**src/rtl/rv32_pkg.sv**
```systemverilog
// Shared RV32I definitions: datapath width, canonical NOP, opcode values and the IF/ID record.
package rv32_pkg;

  localparam int XLEN = 32;

  localparam logic [31:0] NOP_INSTR = 32'h0000_0013;

  localparam logic [6:0] OP_R = 7'b0110011;
  localparam logic [6:0] OP_I = 7'b0010011;
  localparam logic [6:0] OP_B = 7'b1100011;

  typedef struct packed {
    logic            valid;
    logic [31:0]     instr;
    logic [XLEN-1:0] pc;
    logic [XLEN-1:0] pc4;
  } ifid_t;

  // A bubble keeps the last PC fields; only valid and the instruction word change.
  function automatic ifid_t make_bubble(input ifid_t cur);
    ifid_t b;
    b       = cur;
    b.valid = 1'b0;
    b.instr = NOP_INSTR;
    return b;
  endfunction

endpackage

```
**src/rtl/if_id_reg.sv**
```systemverilog
// IF/ID pipeline register: flush loads a bubble, hold freezes, otherwise captures the fetch.
module if_id_reg
  import rv32_pkg::*;
(
  input  logic  clk,
  input  logic  reset,
  input  logic  hold_i,
  input  logic  flush_i,
  input  ifid_t d_i,
  output ifid_t q_o
);

  ifid_t r_q;

  always_ff @(posedge clk) begin
    if (reset) begin
      r_q.valid <= 1'b0;
      r_q.instr <= NOP_INSTR;
      r_q.pc    <= '0;
      r_q.pc4   <= '0;
    end else if (flush_i) begin
      r_q <= make_bubble(r_q);
    end else if (!hold_i) begin
      r_q <= d_i;
    end
  end

  assign q_o = r_q;

endmodule

```
**src/rtl/if_stage.sv**
```systemverilog
// Fetch stage: PC register, next-PC selection, redirect flush counter and the IF/ID register.
module if_stage
  import rv32_pkg::*;
#(
  parameter int               XLEN     = 32,
  parameter logic [XLEN-1:0]  RESET_PC = '0
) (
  input  logic            clk,
  input  logic            reset,
  input  logic            stall_i,
  input  logic            redirect_i,
  input  logic [XLEN-1:0] redirect_pc_i,
  output logic [XLEN-1:0] imem_addr_o,
  input  logic [31:0]     imem_rdata_i,
  input  logic            imem_ready_i,
  output logic            ifid_valid_o,
  output logic [31:0]     ifid_instr_o,
  output logic [XLEN-1:0] ifid_pc_o,
  output logic [XLEN-1:0] ifid_pc4_o,
  output logic [15:0]     flush_cnt_o
);

  logic [XLEN-1:0] r_pc;
  logic [XLEN-1:0] w_pc_plus4;
  logic [XLEN-1:0] w_redirect_tgt;
  logic [15:0]     r_flush_cnt;
  logic            w_fetch;
  logic            w_flush;
  ifid_t           w_ifid_d;
  ifid_t           w_ifid_q;

  assign w_pc_plus4     = r_pc + XLEN'(4);
  assign w_redirect_tgt = redirect_pc_i & {{(XLEN-2){1'b1}}, 2'b00};
  assign w_fetch        = !redirect_i && !stall_i && imem_ready_i;
  // Redirect beats stall; an imem miss only bubbles when the stage is not stalled.
  assign w_flush        = redirect_i || (!stall_i && !imem_ready_i);

  always_ff @(posedge clk) begin
    if (reset) begin
      r_pc <= RESET_PC;
    end else if (redirect_i) begin
      r_pc <= w_redirect_tgt;
    end else if (w_fetch) begin
      r_pc <= w_pc_plus4;
    end
  end

  always_ff @(posedge clk) begin
    if (reset) begin
      r_flush_cnt <= '0;
    end else if (redirect_i && (r_flush_cnt != 16'hFFFF)) begin
      r_flush_cnt <= r_flush_cnt + 16'd1;
    end
  end

  always_comb begin
    w_ifid_d.valid = 1'b1;
    w_ifid_d.instr = imem_rdata_i;
    w_ifid_d.pc    = r_pc;
    w_ifid_d.pc4   = w_pc_plus4;
  end

  if_id_reg u_if_id_reg (
    .clk     (clk),
    .reset   (reset),
    .hold_i  (stall_i),
    .flush_i (w_flush),
    .d_i     (w_ifid_d),
    .q_o     (w_ifid_q)
  );

  assign imem_addr_o  = r_pc;
  assign ifid_valid_o = w_ifid_q.valid;
  assign ifid_instr_o = w_ifid_q.instr;
  assign ifid_pc_o    = w_ifid_q.pc;
  assign ifid_pc4_o   = w_ifid_q.pc4;
  assign flush_cnt_o  = r_flush_cnt;

endmodule

```
**config.mk**
```make
export PLATFORM = sky130hd
export DESIGN_NAME = if_stage
export DESIGN_NICKNAME = d
export VERILOG_FILES = /design/src/rtl/rv32_pkg.sv /design/src/rtl/if_id_reg.sv /design/src/rtl/if_stage.sv
export SDC_FILE = /design/constraint.sdc
export NUM_CORES = 1
export LEC_CHECK = 0
export CORE_MARGIN = 2
export CORE_UTILIZATION = 50
export CTS_BUF_LIST = sky130_fd_sc_hd__clkbuf_16
export DETAILED_ROUTE_END_ITERATION = 8
export HOLD_SLACK_MARGIN = 0.05
export PLACE_DENSITY = 0.86
export SYNTH_ARGS = -nofsm -noshare
export SYNTH_HDL_FRONTEND = slang
export SYNTH_SLANG_ARGS = --single-unit
```
**constraint.sdc**
```tcl
create_clock -name clk -period 3.2 [get_ports clk]
set_clock_uncertainty 0.2 [all_clocks]
set_input_delay 0.64 -clock clk [delete_from_list [all_inputs] [get_ports clk]]
set_output_delay 0.64 -clock clk [all_outputs]
set_load 0.05 [all_outputs]
```
Yosys cells after proc, flatten, opt, wreduce, memory -nomap -nowiden:

Cells that the tools add are included.

* $add $sub $neg: 2
* eq/ne operators: 1
* muxes and demuxes: 2
* bitwise logic cells: 2
* reductions and logical operators: 12

Operators by type and width (number)
* $mux 32: 2
* $add 32x3->32 const B: 1
* $add 16x1->16 const B: 1
* $ne 16x16->1 const B: 1
* $logic_and 1x1->1: 4
* $reduce_or 2->1: 2
* $logic_not 1->1: 3
* $not 1->1: 2
* $reduce_and 2->1: 1
* $reduce_bool 2->1: 1
* $logic_or 1x1->1: 1

* register bits: 145

Depth between registers and ports, before layout:

* word-level depth: 5
* gate-level depth with buffers: 7
* mapped depth without buffers: 6

Hierarchy:

From an unflattened synthesis, not the netlist that was laid out.

* cell total of the unflattened synthesis: 816
* area, all modules: 7046.8 sq um

Modules (own cells, without submodules)
* if_id_reg: times used 1, cells each 398, area each 3844.9 sq um, seq. area each 1941.9 sq um
* if_stage: times used 1, cells each 418, area each 3201.8 sq um, seq. area each 920.9 sq um

Worst setup path after synthesis:

Ideal clock, no wire load.

* kind: reg2reg
* start: register r_flush_cnt[0] (netlist: flush_cnt_o[0])
* end: register r_flush_cnt[1] (netlist: flush_cnt_o[1])
* library setup time: 128 ps
* arrival time: 2159 ps
* data required time: 2872 ps
* path slack: 713 ps
* stages on the path, launching flop included: 8
* clock period less this slack: 2487 ps
* path through: dfxtp_1 ha_1 nand3_1 or3_1 clkbuf_1 o21ai_0 mux2i_1 nor2_1

* longest elaborated chain between the ends: 2

RTL lines
* from (decl): line if_stage.sv:26 `logic [15:0] r_flush_cnt;`
* from (signal assigned): line if_stage.sv:52 `r_flush_cnt <= r_flush_cnt + 16'd1;`
* branches (longest 2 deep; another with $add 16x1->16)

Parallel ways; which one is timed is not known.
A chain may end at the register's enable or synchronous reset.

Worst setup path after layout:

* start: register r_pc[14] (netlist: imem_addr_o[14])
* end: output port imem_addr_o[14]

RTL lines
* from (decl): line if_stage.sv:23 `logic [XLEN-1:0] r_pc;`
* from (signal assigned): line if_stage.sv:42 `r_pc <= w_redirect_tgt;`
* from (signal assigned): line if_stage.sv:44 `r_pc <= w_pc_plus4;`
* to (decl): line if_stage.sv:13 `output logic [XLEN-1:0] imem_addr_o,`

No word-level cell between the ends.

==> results <==
- Of the post-synthesis cell area, the dominant cell type holds 0.434.
- The die area is 0.0138 mm2.
- The number of flip-flops and latches in the synthesized netlist is 139.
- Synthesis instantiated 44 different standard cells from the library.
- Once detail routing completed, the nets flagged for antenna violations numbered 0.
- The clock drives 139 sinks.
- Summed over all nets, the switching power comes to 1.25 mW.
- The dominant synthesized flop cell is dfxtp_1.
- Once detailed placement completed, the half-perimeter wirelength came to 12300 um.
- The number of buffers and inverters on the critical path is 1.
- The remaining routing DRC violations is 0.
- The final number of max-transition violations is 0.
- The CTS root buffer is clkbuf_16.
- The average vias per placed instance is 5.38.
- Broken down by cell family, the worst path's largest delay share belongs to buffers and inverters.
- The fraction of power spent switching nets is 0.262.
- The highest fanout seen on the critical path is 9.
- The chip height is 117 um.
- Summed over all layers, the global routing overflow is 0.
- Of the available clock period, the critical path in the final layout requires 0.852.
- 214 I/O pins were placed.
- At the end of the flow, the number of nets in the layout was 976.
- The number of buffers added on ports is 205.
- In this run the worst hold path is classified as reg -> reg.
- The type of origin of the critical path is a flop.
- Power spread over the standard cell area amounts to 530 mW/mm2.
- The share of post-route cells with drive strength above 1 is 0.0664.
- Clock tree synthesis inserted a total of 17 buffers.
- The share of the Yosys chip area taken by registers is 0.434.
- Total power for the finished layout comes to 4.76 mW.
- The floorplan has 41 rows.
- The static leakage is 3.29 nW.
- The die width is 117 um.
- The async set-reset flop share out of synthesis is 0.
- The maximum level of the CTS H-tree is 4.
- The critical path capture point type is a primary output.
- The startpoint of the worst register-to-register path is imem_addr_o[3]$_SDFFE_PP0P_.
- In this run the number of cells on the critical path is 1.
- The run finished with clean final reports.
- The total inserted antenna cells is 0.
- The depth of the most critical reg-to-reg path is 6.
- The number of DRC violations after detailed-routing iteration 0 is 429.
- The post-cts sizing count is 0.
- The first-pass GRT wire length is 27600 um.
- Measured against its own limit, the worst slew margin works out to 0.543.
- The clock network latency to the later pin of the worst-skew pair is 420 ps.
- The final number of hold-violating endpoints is 0.
- Data on the critical path is required at its endpoint by 2360 ps.
- The number of post-CTS setup repair buffers is 0.
- The delay of the slowest cell on the worst path is 920 ps.
- The CTS tree is done.
- Clock-pin slew was measured on the worst setup and hold paths at 60 ps.
- The initial antenna violation count is 0.
- The final standard cell count with taps included and fillers excluded is 1090.
- The mean area per synthesized cell is 8.48 um2.
- The via count of the first global-routing pass came to 5563.
- The internal power of the cells totals 3.51 mW.
- The peak clock frequency supported by timing is 367 MHz.
- In the global route stage, overall resource usage came out at 0.260.
- The mapped netlist covers 0.00642 mm2.
- The capturing instance or port of the critical path is imem_addr_o[14].
- The floorplan core area is 0.0126 mm2.
- The slack of the worst reg-to-reg path is 600 ps.
- During synthesis, Yosys emitted a total of 0 warnings.
- The count of placed standard cells including taps is 1058.
- The timing startpoint of the critical path is imem_addr_o[14]$_SDFFE_PP0P_.
- The fraction of power consumed by combinational cells is 0.146.
- The aggregate negative setup slack is 0 ps.
- The placer congestion estimate is 0.830.
- After technology mapping, the gate count stands at 757.
- The smallest clock period supported by the final layout is computed as 2730 ps.
- The first-pass detailed-route iteration total is 5.
- The arrival time of the worst setup path is 1890 ps.
- The cell type of the slowest stage on the worst timing path is clkdlybuf4s50_1.
- The worst setup path is of the reg -> out kind.
- The power share of the sequential group is 0.396.
- The count of hold buffers inserted by post-cts repair is 0.
- The critical path goes through clkdlybuf4s50_1.
- The largest voltage drop on the vdd net is 0.273 mV.
- The maximum number of pins on one net before global-route repair is 71.
- Yosys mapped a number of flops with a built-in enable equal to 0.
- The dominant cell type by area after synthesis is dfxtp_1.
- The share of total power dissipated in the clock network is 0.458.
- The endpoint identified for the worst register-to-register timing path is imem_addr_o[28]$_SDFFE_PP0P_.
- The max-cap check violation count is 0.
- From synthesis to final layout, the design area changed by 39.9%.
- The detailed router placed 5868 vias in this run.
- The end-of-flow core utilization is 0.714.
- The initial utilization of the core area, before any placement, comes to 0.511.
- At the pin with the least slew margin, the transition time is 682 ps.
- In this run the deepest clock path goes through 2 buffers.
- In the final routed layout, each cell accounts on average for 16.1 um.
- Wires add up to 17500 um.
- Setup repair after global routing left no endpoint under its margin.
- After synthesis, the cell types taking the most area are dfxtp_1, nor2_1, xor2_1.
- The number of failing setup endpoints in the final timing report is 0.
-- cell usage in the layout, fill, tap and decap left out, types with 6 or more instances in the layout --
master / n
conb_1: 6
xnor2_1: 18
mux2i_1: 36
buf_4: 17
nor2_1: 114
a21oi_1: 41
nor4_1: 7
nand2_1: 94
dfxtp_1: 139
and3_1: 10
clkdlybuf4s50_1: 203
a211oi_1: 45
nand4_1: 19
nand3_1: 23
nor3_1: 7
inv_1: 7
clkbuf_16: 17
xor2_1: 49
bufinv_16: 6
-- power by group through the flow --
stage                     sequential, mW  clock [mW]  combinational, mW
final                               1.88        2.18              0.695
after global routing                1.89        2.30              0.739
after CTS                           1.88        2.21              0.697
after detailed placement            1.92           0              0.693
after global placement              1.92           0              0.685
after floorplan                     2.01           0              0.367
-- final cells by class --
cell class / instances / area, um2
well taps: 172 / 215
clock buffers: 17 / 425
inverters: 6 / 22.5
multi-input cells: 519 / 3120
repair buffers: 222 / 2180
fillers: 929 / 3590
flip-flops and latches: 139 / 2780
clock inverters: 15 / 229
-- cell families (layout without fill, tap and decap cells) --
group,count (synthesis),in the layout,synth area share
AO/OA/AOI/OAI,103,103,0.104
XOR/XNOR,67,67,0.0914
flip-flops,139,139,0.434
AND/OR/NAND/NOR,305,305,0.225
buffers and inverters,104,260,0.0850
multiplexers,36,36,0.0562
adder cells (fa/ha/maj),2,2,0.00390
other,1,6,0.000584
-- state kept, by name, summed over array words and instances (netlist names) --
| register | flops |
|---|---|
| flush_cnt_o | 16 |
| imem_addr_o | 30 |
| u_if_id_reg.q_o | 93 |
-- cell usage after synthesis, types with 3 or more instances --
master and count:
a21oi_1 41, xor2_1 49, and2_1 3, buf_2 13, o21ai_0 3, a211oi_1 45
clkbuf_1 37, dfxtp_1 139, o211ai_1 4, nor4_1 7, or3_1 3, nor2_1 115
xnor2_1 18, nor2b_1 4, nand3b_1 3, and3_1 10, mux2i_1 36, buf_1 9
nand4_1 19, clkbuf_2 3, buf_4 36, nand2_1 94, and4_1 3, nand3_1 23
a211o_1 4, nand4_2 3, nor3_1 7, inv_1 6
-- how the worst min path moves through the flow --
stage,from,to,slack (ps),cells after the start
after global placement,u_if_id_reg.q_o[96]$_SDFFE_PP0N_,u_if_id_reg.q_o[96]$_SDFFE_PP0N_,230,2
final,u_if_id_reg.q_o[96]$_SDFFE_PP0N_,u_if_id_reg.q_o[96]$_SDFFE_PP0N_,250,2
after detailed placement,u_if_id_reg.q_o[96]$_SDFFE_PP0N_,u_if_id_reg.q_o[96]$_SDFFE_PP0N_,240,2
after global routing,u_if_id_reg.q_o[96]$_SDFFE_PP0N_,u_if_id_reg.q_o[96]$_SDFFE_PP0N_,270,2
after floorplan,imem_addr_o[31]$_SDFFE_PP0P_,u_if_id_reg.q_o[63]$_SDFFE_PP0P_,270,2
after CTS,u_if_id_reg.q_o[96]$_SDFFE_PP0N_,u_if_id_reg.q_o[96]$_SDFFE_PP0N_,250,2
-- layer usage --
layer | GRT usage | up-vias | part of all wire
met5 | 0 | - | 0
met4 | 0.113 | 0 | 0.027
met3 | 0.0927 | 41 | 0.097
met2 | 0.417 | 268 | 0.47
met1 | 0.316 | 2726 | 0.41
li1 | - | 2833 | -
-- per-stage QoR --
stage	setup WS [ps]	hold slack [ps]	area [um2]
detailed placement	472	239	8320
CTS	450	250	8980
floorplan	713	274	6440
global route	399	269	8980
finish	472	249	8980
global placement	517	232	8320
Note: power is estimated with default switching activity, not from simulation.
